### config.mk
export PLATFORM = sky130hd
export DESIGN_NAME = rvc_fetch_aligner
export DESIGN_NICKNAME = d
export VERILOG_FILES = /design/src/rtl/rvc_align_pkg.sv /design/src/rtl/rvc_align_out_reg.sv /design/src/rtl/rvc_fetch_aligner.sv
export SDC_FILE = /design/constraint.sdc
export NUM_CORES = 1
export LEC_CHECK = 0
export ABC_AREA = 1
export BUFFER_PORTS_ARGS = -buffer_cell sky130_fd_sc_hd__buf_2
export CAP_MARGIN = 20
export CORE_ASPECT_RATIO = 0.8
export CORE_MARGIN = 2
export CORE_UTILIZATION = 45
export CTS_CLUSTER_DIAMETER = 40
export CTS_CLUSTER_SIZE = 16
export DETAILED_ROUTE_END_ITERATION = 10
export PLACE_DENSITY = 0.67
export SLEW_MARGIN = 20
export SYNTH_ARGS = -nofsm -noshare
export SYNTH_HDL_FRONTEND = slang
export SYNTH_SLANG_ARGS = --single-unit
export TNS_END_PERCENT = 10
### constraint.sdc
create_clock -name clk -period 3.5 [get_ports clk]
set_clock_uncertainty 0.05 [all_clocks]
set_input_delay 0.7 -clock clk [delete_from_list [all_inputs] [get_ports clk]]
set_output_delay 0.7 -clock clk [all_outputs]
set_load 0.005 [all_outputs]
### src/rtl/rvc_align_pkg.sv
// Shared types and helpers for the compressed-instruction fetch aligner.
package rvc_align_pkg;

  typedef enum logic [1:0] {
    ALIGNED  = 2'd0,
    BUFFERED = 2'd1,
    SKIP_LOW = 2'd2
  } state_e;

  typedef logic [15:0] half_t;

  localparam int unsigned PC_INC_C = 2;
  localparam int unsigned PC_INC_F = 4;

  // A halfword with both low bits set begins a 32-bit instruction.
  function automatic logic is_full_start(input half_t h);
    return (h[1:0] == 2'b11);
  endfunction

endpackage

### src/rtl/rvc_align_out_reg.sv
// Registered instruction output stage; holds data stable while decode stalls.
module rvc_align_out_reg #(
  parameter int XLEN = 32
) (
  input  logic            clk,
  input  logic            reset_n,
  input  logic            i_flush,
  input  logic            i_load,
  input  logic            i_ready,
  input  logic [31:0]     i_inst,
  input  logic [XLEN-1:0] i_pc,
  input  logic            i_comp,
  input  logic            i_span,
  output logic            o_adv,
  output logic            o_valid,
  output logic [31:0]     o_inst,
  output logic [XLEN-1:0] o_pc,
  output logic            o_comp,
  output logic            o_span
);

  logic            r_valid;
  logic [31:0]     r_inst;
  logic [XLEN-1:0] r_pc;
  logic            r_comp;
  logic            r_span;

  // The slot can take a new instruction when it is empty or being drained.
  assign o_adv = !r_valid || i_ready;

  always_ff @(posedge clk or negedge reset_n) begin
    if (!reset_n) begin
      r_valid <= 1'b0;
      r_inst  <= '0;
      r_pc    <= '0;
      r_comp  <= 1'b0;
      r_span  <= 1'b0;
    end else if (i_flush) begin
      r_valid <= 1'b0;
    end else if (o_adv) begin
      r_valid <= i_load;
      if (i_load) begin
        r_inst <= i_inst;
        r_pc   <= i_pc;
        r_comp <= i_comp;
        r_span <= i_span;
      end
    end
  end

  assign o_valid = r_valid;
  assign o_inst  = r_inst;
  assign o_pc    = r_pc;
  assign o_comp  = r_comp;
  assign o_span  = r_span;

endmodule

### src/rtl/rvc_fetch_aligner.sv
// Turns 32-bit fetch words into whole (16/32-bit) instructions with their PC.
// Compressed support is compiled in only when RVC_SUPPORT_EN is defined.
module rvc_fetch_aligner
  import rvc_align_pkg::*;
#(
  parameter int              XLEN     = 32,
  parameter logic [XLEN-1:0] RESET_PC = '0
) (
  input  logic            clk,
  input  logic            reset_n,
  input  logic            redirect_i,
  input  logic [XLEN-1:0] redirect_pc_i,
  input  logic            fetch_valid_i,
  output logic            fetch_ready_o,
  input  logic [31:0]     fetch_word_i,
  output logic            inst_valid_o,
  input  logic            inst_ready_i,
  output logic [31:0]     inst_o,
  output logic [XLEN-1:0] inst_pc_o,
  output logic            inst_compressed_o,
  output logic            inst_span_o
);

  localparam logic [XLEN-1:0] RESET_PC_A = {RESET_PC[XLEN-1:1], 1'b0};
  localparam logic [XLEN-1:0] INC_F      = XLEN'(PC_INC_F);

  logic [XLEN-1:0] r_pc;
  logic [XLEN-1:0] w_pc_nxt;
  logic            w_adv;
  logic            w_emit;
  logic [31:0]     w_inst;
  logic            w_comp;
  logic            w_span;
  logic            w_fetch_ready;

`ifdef RVC_SUPPORT_EN
  localparam logic [XLEN-1:0] INC_C = XLEN'(PC_INC_C);

  state_e r_state;
  state_e w_state_nxt;
  half_t  r_buf;
  half_t  w_buf_nxt;
  logic   w_unused_rpc;

  assign w_unused_rpc = redirect_pc_i[0];

  always_ff @(posedge clk or negedge reset_n) begin
    if (!reset_n) begin
      r_state <= ALIGNED;
      r_buf   <= '0;
      r_pc    <= RESET_PC_A;
    end else begin
      r_state <= w_state_nxt;
      r_buf   <= w_buf_nxt;
      r_pc    <= w_pc_nxt;
    end
  end

  always_comb begin
    w_state_nxt   = r_state;
    w_buf_nxt     = r_buf;
    w_pc_nxt      = r_pc;
    w_emit        = 1'b0;
    w_inst        = fetch_word_i;
    w_comp        = 1'b0;
    w_span        = 1'b0;
    w_fetch_ready = 1'b0;
    if (redirect_i) begin
      w_fetch_ready = 1'b1;
      w_pc_nxt      = {redirect_pc_i[XLEN-1:1], 1'b0};
      w_state_nxt   = redirect_pc_i[1] ? SKIP_LOW : ALIGNED;
    end else begin
      case (r_state)
        ALIGNED: begin
          w_fetch_ready = w_adv;
          if (w_adv && fetch_valid_i) begin
            w_emit = 1'b1;
            if (is_full_start(fetch_word_i[15:0])) begin
              w_pc_nxt = r_pc + INC_F;
            end else begin
              w_inst      = {16'h0, fetch_word_i[15:0]};
              w_comp      = 1'b1;
              w_buf_nxt   = fetch_word_i[31:16];
              w_pc_nxt    = r_pc + INC_C;
              w_state_nxt = BUFFERED;
            end
          end
        end
        BUFFERED: begin
          if (!is_full_start(r_buf)) begin
            // Buffered compressed half drains without touching fetch.
            if (w_adv) begin
              w_emit      = 1'b1;
              w_inst      = {16'h0, r_buf};
              w_comp      = 1'b1;
              w_pc_nxt    = r_pc + INC_C;
              w_state_nxt = ALIGNED;
            end
          end else begin
            w_fetch_ready = w_adv;
            if (w_adv && fetch_valid_i) begin
              w_emit    = 1'b1;
              w_inst    = {fetch_word_i[15:0], r_buf};
              w_span    = 1'b1;
              w_buf_nxt = fetch_word_i[31:16];
              w_pc_nxt  = r_pc + INC_F;
            end
          end
        end
        SKIP_LOW: begin
          w_fetch_ready = 1'b1;
          if (fetch_valid_i) begin
            w_buf_nxt   = fetch_word_i[31:16];
            w_state_nxt = BUFFERED;
          end
        end
        default: w_state_nxt = ALIGNED;
      endcase
    end
  end
`else
  logic [1:0] w_unused_rpc;

  assign w_unused_rpc = redirect_pc_i[1:0];
  assign w_comp       = 1'b0;
  assign w_span       = 1'b0;

  always_ff @(posedge clk or negedge reset_n) begin
    if (!reset_n) begin
      r_pc <= RESET_PC_A;
    end else begin
      r_pc <= w_pc_nxt;
    end
  end

  always_comb begin
    w_pc_nxt      = r_pc;
    w_emit        = 1'b0;
    w_inst        = fetch_word_i;
    w_fetch_ready = w_adv;
    if (redirect_i) begin
      w_fetch_ready = 1'b1;
      w_pc_nxt      = {redirect_pc_i[XLEN-1:2], 2'b00};
    end else if (w_adv && fetch_valid_i) begin
      w_emit   = 1'b1;
      w_pc_nxt = r_pc + INC_F;
    end
  end
`endif

  assign fetch_ready_o = w_fetch_ready;

  rvc_align_out_reg #(
    .XLEN(XLEN)
  ) u_out_reg (
    .clk    (clk),
    .reset_n(reset_n),
    .i_flush(redirect_i),
    .i_load (w_emit),
    .i_ready(inst_ready_i),
    .i_inst (w_inst),
    .i_pc   (r_pc),
    .i_comp (w_comp),
    .i_span (w_span),
    .o_adv  (w_adv),
    .o_valid(inst_valid_o),
    .o_inst (inst_o),
    .o_pc   (inst_pc_o),
    .o_comp (inst_compressed_o),
    .o_span (inst_span_o)
  );

endmodule

======== After elaboration in Yosys (flattened, before gate mapping) ========
Cells that the tools add are included.
cells by class
  add/subtract/negate cells ............... 1
  bitwise operators ....................... 1
  reductions and logical operators ........ 6
  muxes and demuxes ....................... 7
operators by type and width
  operator               count
  $mux 32                2
  $add 32x3->32 const B  1
  $mux 1                 5
  $reduce_bool 2->1      2
  $reduce_and 3->1       1
  $logic_and 1x1->1      1
  $logic_not 1->1        1
  $logic_or 1x1->1       1
  $not 1->1              1
word-level totals
  register bits ........................... 97
  word-level logic and storage cells ...... 19
  output and inout bits ................... 68
  input bits .............................. 69

======== Depth between registers and ports, before layout ========
Gate-level depths: netlist (run 1).
  depth in word-level cells ............... 7
  depth in mapped cells ................... 10

======== Cells and area by module ========
From an unflattened synthesis (run 1), not the netlist that was laid out.
unflattened totals
  cell total of the unflattened synthesis .. 647
  area, all modules ....................... 4943.5 sq um
by module, submodules not included
  module             times used  cells each  area each (sq um)
  rvc_align_out_reg  1           292         2677.6
  rvc_fetch_aligner  1           355         2265.9

======== Worst setup path before layout (run 1) ========
Ideal clock, no wire load.
  path type ............................... input port to output port
  start ................................... input redirect_i
  end ..................................... output fetch_ready_o
  path buffers ............................ 2
  path slack .............................. 1569 ps
  data required time ...................... 2750 ps
  cell stages on the path ................. 4
  data arrival time ....................... 1181 ps
  path through ............................ buf_6 > inv_2 > buf_2 > nand3_1
on the way
  longest elaborated chain between the ends .. 1
ends and longest elaborated chain
  item             RTL line                  source
  start, declared  rvc_fetch_aligner.sv:11   input logic redirect_i,
  $mux 1           rvc_fetch_aligner.sv:141  if (redirect_i) begin
  end, declared    rvc_fetch_aligner.sv:14   output logic fetch_ready_o,
Every way passes these cells.

======== Worst setup path after layout (run 1) ========
Ends and elaborated chain as after synthesis.

==> impl_metrics.yaml, run 1 <==
status:
  outcome: "finished, final reports clean"
clock_network:
  cts_root_buf: "clkbuf_16"
  postCtsSetupRepairBufs: 0
  cts_sinks: 93
  cts_tree: "built"
  cts.clk_slew.worst_paths_ps: 70
  clockBufferDepth: 2
  cts_resized: 0
  clk_latency_ps: 340
  htree_levels: 3
  cts_inserted_buffers: 9
  cts_hold_buf: 0
drt:
  drt_first_iter_violations: 220
  drcViolationCount: 0
  dr.pass1.iters: 9
  via_per_inst: 4.96
  post_drt_wl_per_cell_um: 13.7
  num_vias: 4202
  wl_mm: 11.6
  drtAntennaViolNets: 0
timing:
  grt_setup_unrepaired: "no"
  tns_ps: 0
  final-max-slew-violation-count: 0
  whs_ps: 267
  fmax_mhz: 447
  hold_viol: 0
  fin_crit_ps: 2240
  finalCritPeriodShare: 0.640
  finalSetupViolations: 0
placed_design:
  gp_congestion: 0.915
  dp_hpwl_mm: 8.34
  portBuffers: 130
  placed_area_um2: 5290
setup_path:
  r2r_slack_ps: 1680
  cp.required_ps: 2750
  worst_r2r_path_depth: 6
  crit_arrival_ps: 1490
  critPathMaxStageDelay_ps: 320
  timing.rr.end: "r_pc[4]"
  crit_path_max_fanout: 24
  crit_path_frequent_cell: "buf_2"
  r2r_start: "u_out_reg.o_valid"
  worstPathCellList: "buf_2 > inv_2 > nand3_1 > buf_2"
  end_kind: "primary output"
  startpoint_type: "input pin"
  slowest_stage: "inv_2"
  path_class: "input pin to primary output"
floorplanning:
  ios: 137
  dieArea_um2: 11000
  rows: 32
  core_area_um2: 9770
  die_w_um: 117
  start_util: 0.467
  die_y_um: 94.1
cells_and_area:
  utilization: 0.573
  fin_area_um2: 5600
  drive_above_1_share: 0.253
  finalNetCount: 776
  area_delta_synth_final_pct: 22.7
synthesis:
  synth_top_area_cell: "dfrtp_1"
  syn_area_per_cell_um2: 7.84
  yosysMostFrequentCell: "nand2_1"
  synth-seq-cells: 93
  synth_cells: 582
  synth_compound_area_frac: 0.0746
  seq_area_frac_synth: 0.510
  synthTopCellsByCount: "nand2_1 (229), dfrtp_1 (93), nor2_1 (43), inv_1 (40), nand3_1 (34)"
  netlist.area_leader.share: 0.510
  async_reset_ff_frac: 1.00
  synthTopCellsByArea: "dfrtp_1 (51%), nand2_1 (19%), nand3_1 (3.7%)"
  synth_simple_gate_area_share: 0.330
  yosys_warnings: 0
  synth_edf_count: 0
  synthAdderAreaFrac: 0.00274
  synth_mux_area_frac: 0
  ys.flop_type: "dfrtp_1"
  ys_types: 33
  syn_area_um2: 4560
  synth_top_family_by_area: "simple AND/OR/NAND/NOR gates"
  synth-xor-area-share: 0.00768
global_route:
  grt_pass1_wl_mm: 18.9
  antenna_found_initial: 0
  overflow: 0
  grt_start_max_net_pins: 60
  grt_pass1_vias: 3871
  track_usage: 0.221
run:
  drv_cap: 0
pwr:
  clkPwrFrac: 0.345
  p_seq_frac: 0.475
  power-per-cell-area_nw_per_um2: 506
  p_comb_frac: 0.180
  p_total_w: 0.00283
  sw_frac_of_total: 0.287
  p_int_w: 0.00202
  ir_drop_mv: 0.322
  p_leak_nw: 2.94
  p_switching_w: 0.000814
min_path:
  hold_path.class: "input pin to asynchronous set/reset pin"
-- per-layer routing --
layer	share of wire	GRT usage	vias to the layer above
li1	-	-	2086
met1	0.48	0.306	1948
met2	0.44	0.343	155
met3	0.067	0.0568	13
met4	0.013	0.0686	0
met5	0	0	-
-- power by group through the flow --
stage	sequential (W)	clock, W	combinational [W]
3_5_place_dp	0.00136	0	0.000516
5_1_grt	0.00137	0.00104	0.000589
6_report	0.00135	0.000977	0.000511
3_3_place_gp	0.00136	0	0.000506
4_1_cts	0.00135	0.00100	0.000518
2_1_floorplan	0.00136	0	0.000262
-- area by class of cell --
cell class                      count  area (µm²)
Fill cell                         968        4170
Sequential cell                    93        2330
Multi-Input combinational cell    419        1910
Timing Repair Buffer              136         711
Clock buffer                       10         239
Inverter                           47         176
Tap cell                          136         170
Clock inverter                      6        62.6
Antenna cell                        1        2.50
-- critical path, delay by kind of cell --
family                 cells  cell delay (ps)
and+or+nand+nor            1              170
buffers and inverters      3              600
-- worst max-delay path by stage --
stage,depth (start not counted),start,end
2_1_floorplan,4,redirect_i,fetch_ready_o
3_3_place_gp,6,redirect_i,r_pc[4]
3_5_place_dp,6,redirect_i,r_pc[4]
4_1_cts,4,redirect_i,fetch_ready_o
5_1_grt,4,redirect_i,fetch_ready_o
6_report,4,redirect_i,fetch_ready_o
-- cell usage in the layout (no fill, tap or decap), drive strengths merged --
cell / instances
a21oi: 15
a22oi: 1
a31oi: 1
buf: 136
bufinv: 1
clkbuf: 10
clkinv: 3
clkinvlp: 3
conb: 4
dfrtp: 93
diode: 1
ha: 1
inv: 46
nand2: 238
nand3: 34
nand3b: 4
nand4: 14
nor2: 55
nor3: 4
o211ai: 7
o21a: 1
o21ai: 34
o221ai: 2
xnor2: 1
xor2: 3
-- cells by family (layout without fill, tap and decap cells) --
kind of cell / after synthesis / in the layout
XOR/XNOR: 4 / 4
buffers and inverters: 73 / 199
AND/OR/NAND/NOR: 349 / 349
flip-flops: 93 / 93
adder cells (fa/ha/maj): 1 / 1
AO/OA/AOI/OAI: 61 / 61
other: 1 / 5
-- sequential cells by signal (all words and copies together) (netlist names) --
signal and cells:
r_pc 30, u_out_reg.o_valid 1, u_out_reg.o_pc 30, u_out_reg.o_inst 32
-- through the flow --
step                      std cells  setup WS, ps
after floorplan                 585          1570
after global placement          831          1240
after detailed placement        831          1210
after CTS                       847          1260
after global routing            847          1190
final                           848          1260
(Power assumes the default switching activity.)
==> run 2: changes to the inputs <==
PLACE_DENSITY = 0.7   (was 0.67)
clock period = 1.84 ns   (was 3.5 ns; I/O delays follow)
==> impl_metrics.yaml, run 2 (synthesis results as in run 1) <==
floorplanning:
  die_w_um: 117
  die_y_um: 94.1
  start_util: 0.467
  core_area_um2: 9770
  rows: 32
  ios: 137
  dieArea_um2: 11000
global_route:
  overflow: 0
  grt_pass1_wl_mm: 18.3
  grt_start_max_net_pins: 51
  antenna_found_initial: 0
  track_usage: 0.214
  grt_pass1_vias: 3876
placed_design:
  dp_hpwl_mm: 8.46
  placedCellCount: 834
  gp_congestion: 0.912
  portBuffers: 130
clock_network:
  clk_latency_ps: 340
  cts_root_buf: "clkbuf_16"
  cts_tree: "built"
  cts_sinks: 93
  cts_inserted_buffers: 9
  htree_levels: 3
  cts_resized: 0
  cts.clk_slew.worst_paths_ps: 60
  clockBufferDepth: 2
setup_path:
  worstPathCellList: "ha_1 > nand2_1 > nor2_4 > nand2_2 > nor2_4 > buf_4 > o21ai_0 > nand2_1 > nand3_1"
  crit_path_max_fanout: 4
  path_buf_inv: 1
  end_kind: "flip-flop"
  slowest_stage: "dfrtp_1"
  critPathMaxStageDelay_ps: 390
  cp_top_family: "simple AND/OR/NAND/NOR gates"
  r2r_slack_ps: 170
  cp.required_ps: 2010
  r2r_start: "r_pc[3]"
  crit_arrival_ps: 1850
  worst_r2r_path_depth: 9
  startpoint_type: "flip-flop"
  timing.rr.end: "r_pc[14]"
  path_class: "flip-flop to flip-flop"
pwr:
  power-per-cell-area_nw_per_um2: 994
  p_seq_frac: 0.451
  sw_frac_of_total: 0.272
  p_switching_w: 0.00155
  p_comb_frac: 0.175
  p_total_w: 0.00568
  p_int_w: 0.00414
  ir_drop_mv: 0.455
  clkPwrFrac: 0.375
  p_leak_nw: 3.01
min_path:
  whs_path_depth: 3
  hold_end: "u_out_reg.o_inst[29]"
  hold_path.class: "input pin to flip-flop"
  hold_start: "fetch_word_i[29]"
drt:
  wl_mm: 11.6
  dr.pass1.iters: 4
  via_per_inst: 4.92
  drcViolationCount: 0
  drt_first_iter_violations: 239
  num_vias: 4183
  drtAntennaViolNets: 0
  post_drt_wl_per_cell_um: 13.6
cells_and_area:
  finalNetCount: 781
  final_cell_mix: "nand2_1 (229), buf_2 (129), dfrtp_1 (93)"
  utilization: 0.585
  largest_register_ffs: 32
  ff_latch_area_um2: 2330
  finalNonFillerCells: 851
  area_delta_synth_final_pct: 25.3
  n_fill_cell: 930
  multi_input_area_um2: 1910
  layout_commonest_cell: "nand2_1"
  diodes: 0
  drive_above_1_share: 0.256
timing:
  hold_viol: 0
  fin_crit_ps: 1670
  whs_ps: 178
  tns_ps: 0
  grt_setup_unrepaired: "no"
  final-max-slew-violation-count: 0
  finalSetupViolations: 0
  fmax_mhz: 598
  finalCritPeriodShare: 0.909
run:
  drv_cap: 0
status:
  outcome: "finished, final reports clean"
-- run 2: worst max-delay path by stage --
stage / start / depth (start not counted) / endpoint
5_1_grt: r_pc[2] / 8 / r_pc[28]
4_1_cts: r_pc[2] / 10 / r_pc[30]
3_5_place_dp: inst_ready_i / 10 / r_pc[11]
6_report: r_pc[3] / 9 / r_pc[14]
3_3_place_gp: r_pc[3] / 10 / r_pc[30]
2_1_floorplan: r_pc[3] / 10 / r_pc[30]
-- run 2: metal layers --
metal | wire [µm] | track usage | vias to the layer above
li1 | - | - | 2105
met1 | 5440 | 0.296 | 1928
met2 | 5140 | 0.343 | 137
met3 | 838 | 0.0413 | 13
met4 | 161 | 0.0676 | 0
met5 | 0 | 0 | -
-- run 2: final cells by class --
cell class	count	share of cell area
clock buffers	10	0.0418
clock inverters	5	0.0188
repair buffers	141	0.138
multi-input cells	419	0.334
flip-flops and latches	93	0.407
well taps	136	0.0298
inverters	47	0.0309
-- run 2: what timing repair did --
item / in CTS / in global routing
hold buffers: 1 / 0
hold endpoints to repair: 28 / 0
buffers inserted: 0 / 1
endpoints found under the setup margin: 0 / 1
-- run 2: power groups by stage --
stage	clock (W)	sequential (W)	combinational, W
2_1_floorplan	0	0.00259	0.000498
3_3_place_gp	0	0.00258	0.000976
3_5_place_dp	0	0.00259	0.000999
4_1_cts	0.00217	0.00256	0.00101
5_1_grt	0.00225	0.00260	0.00113
6_report	0.00213	0.00256	0.000994
-- run 2: worst reg2reg max path, stage by stage (launching register included) --
cell and delay [ps]:
dfrtp_1 390, ha_1 200, nand2_1 120, nor2_4 170
nand2_2 100, nor2_4 180, buf_4 150, o21ai_0 70
nand2_1 70, nand3_1 60
-- run 2: per-stage QoR --
stage,instance area (µm²),setup WS [ps]
after floorplan,4570,390
after global placement,5350,226
after detailed placement,5350,182
after CTS,5710,169
after global routing,5720,20.4
final,5720,168
==> run 3: changes to the inputs <==
ABC_AREA = not set   (was 1)
PLACE_DENSITY = 0.71   (was 0.7)
==> impl_metrics.yaml, run 3 <==
timing:
  final-max-slew-violation-count: 0
  fmax_mhz: 571
  finalCritPeriodShare: 0.952
  finalSetupViolations: 0
  whs_ps: 187
  fin_crit_ps: 1750
  hold_viol: 0
  grt_setup_unrepaired: "yes"
drt:
  via_per_inst: 5.01
  dr.pass1.iters: 4
  wl_mm: 9.03
  post_drt_wl_per_cell_um: 14.8
  drt_first_iter_violations: 101
  drtAntennaViolNets: 0
  num_vias: 3068
  drcViolationCount: 0
synthesis:
  synth-seq-cells: 93
  ys_types: 41
  synth_edf_count: 0
  async_reset_ff_frac: 1.00
  ys.flop_type: "dfrtp_1"
  synth_cells: 334
  synthTopCellsByCount: "dfrtp_1 (93), mux2_2 (63), nand2_1 (34), o21ai_0 (23), xor2_1 (18)"
  seq_area_frac_synth: 0.564
  netlist.area_leader.share: 0.564
  yosys_warnings: 0
  syn_area_per_cell_um2: 12.4
  synthTopCellsByArea: "dfrtp_1 (56%), mux2_2 (17%), xor2_1 (3.8%)"
  synth_top_area_cell: "dfrtp_1"
  syn_area_um2: 4130
  yosysMostFrequentCell: "dfrtp_1"
pwr:
  p_leak_nw: 2.50
  p_int_w: 0.00386
  ir_drop_mv: 0.428
  p_seq_frac: 0.483
  p_total_w: 0.00527
  p_comb_frac: 0.185
  p_switching_w: 0.00141
  clkPwrFrac: 0.332
  power-per-cell-area_nw_per_um2: 973
  sw_frac_of_total: 0.268
floorplanning:
  dieArea_um2: 9950
  die_y_um: 89.6
  core_area_um2: 9000
  rows: 31
  start_util: 0.458
  ios: 137
  die_w_um: 111
global_route:
  grt_pass1_wl_mm: 14.1
  overflow: 0
  track_usage: 0.178
  antenna_found_initial: 0
  grt_start_max_net_pins: 52
  grt_pass1_vias: 2939
setup_path:
  critPathMaxStageDelay_ps: 460
  cp.required_ps: 2050
  slowest_stage: "or4_1"
  startpoint_type: "flip-flop"
  startpoint: "r_pc[4]"
  crit_path_max_fanout: 4
  worstPathCellList: "nand2_2 > nor3_4 > buf_4 > nand3_4 > or4_1 > a31oi_1"
  path_class: "flip-flop to flip-flop"
  crit_arrival_ps: 1960
  r2r_start: "r_pc[4]"
  end_kind: "flip-flop"
placed_design:
  portBuffers: 130
  gp_congestion: 0.792
  dp_hpwl_mm: 6.65
clock_network:
  cts.clk_slew.worst_paths_ps: 70
  cts_inserted_buffers: 9
  clockBufferDepth: 2
  cts_tree: "built"
  cts_root_buf: "clkbuf_16"
  htree_levels: 3
  cts_sinks: 93
  clk_latency_ps: 340
cells_and_area:
  utilization: 0.601
  finalNetCount: 562
  diodes: 0
  n_fill_cell: 767
  drive_above_1_share: 0.515
  final_cell_mix: "buf_2 (129), dfrtp_1 (93), mux2_2 (63)"
  largest_register_ffs: 32
  layout_commonest_cell: "buf_2"
  area_delta_synth_final_pct: 31.2
run:
  drv_cap: 0
min_path:
  hold_path.class: "input pin to flip-flop"
  hold_start: "redirect_pc_i[12]"
status:
  outcome: "finished, final reports clean"
[run 3: cell count changes after synthesis, sizes merged, moves of 12 or more]
cell / previous run / this run
nand2: 238 / 35
mux2: 0 / 63
nor2: 55 / 8
inv: 46 / 4
nand3: 34 / 9
xor2: 3 / 18
a21oi: 15 / 1
buf: 23 / 11
[run 3: worst paths after layout]
check                                        to  cells after the start  slack [ps]
setup / recovery                       r_pc[29]                      6          90
hold / removal                         r_pc[12]                      3         190
setup reg to reg                       r_pc[29]                      6          90
hold reg to reg               u_out_reg.o_pc[2]                      1         450
max in group asynchronous              r_pc[14]                      3         750
min in group asynchronous  u_out_reg.o_inst[25]                      2         430
[run 3: worst max-delay path: cells and delay by family, from the launching register on]
kind            cells  cell delay [ps]
flops               1              420
compound gates      1              170
buf+inv             1              170
simple gates        4              870
[run 3: power by group through the flow]
stage                     Clock (W)  Combinational [W]  Sequential [W]
final                       0.00175           0.000973         0.00254
after floorplan                   0           0.000426         0.00260
after detailed placement          0           0.000977         0.00259
after global routing        0.00189            0.00108         0.00259
after global placement            0           0.000955         0.00257
after CTS                   0.00180           0.000984         0.00255
[run 3: kinds of logic (layout without fill, tap and decap cells)]
logic type | Yosys count | after routing | synth area share
muxes | 64 | 64 | 0.174
and+or+nand+nor | 95 | 95 | 0.136
DFF | 93 | 93 | 0.564
adders and majority gates | 1 | 1 | 0.00303
xor gates and xnor gates | 24 | 24 | 0.0510
AOI/OAI and AO/OA | 34 | 34 | 0.0437
other | 1 | 4 | 0.000909
buffers and inverters | 22 | 182 | 0.0273
[run 3: cell type report]
class / count / area [µm²] / share of cell area
inverter: 5 / 18.8 / 0.00347
clock buffer: 9 / 225 / 0.0416
multi-input combinational: 222 / 1730 / 0.319
tap: 115 / 144 / 0.0266
clock inverter: 7 / 57.6 / 0.0106
timing repair buffer: 161 / 913 / 0.169
sequential: 93 / 2330 / 0.430
[run 3: routing by layer]
metal  routed length [µm]  track usage
met5                    0            0
met4                  139       0.0662
met3                  474       0.0477
met2                 4400        0.284
met1                 4010        0.240
[run 3: what timing repair did]
action	CTS	global route
pin swaps	0	3
resized for setup	1	5
hold buffers	1	0
endpoints found under the hold margin	24	0
setup endpoints to repair	1	14
buffers inserted	0	3
[run 3: per-stage QoR]
step / cell area (µm²) / setup WS, ps / TNS [ps] / std cells
after floorplan: 4140 / 44.2 / 0 / 337
after global routing: 5410 / -38.5 / -41.7 / 612
after global placement: 5070 / 32.8 / 0 / 592
after CTS: 5370 / 10.4 / 0 / 609
after detailed placement: 5070 / -36.3 / -36.3 / 592
final: 5410 / 88.7 / 0 / 612
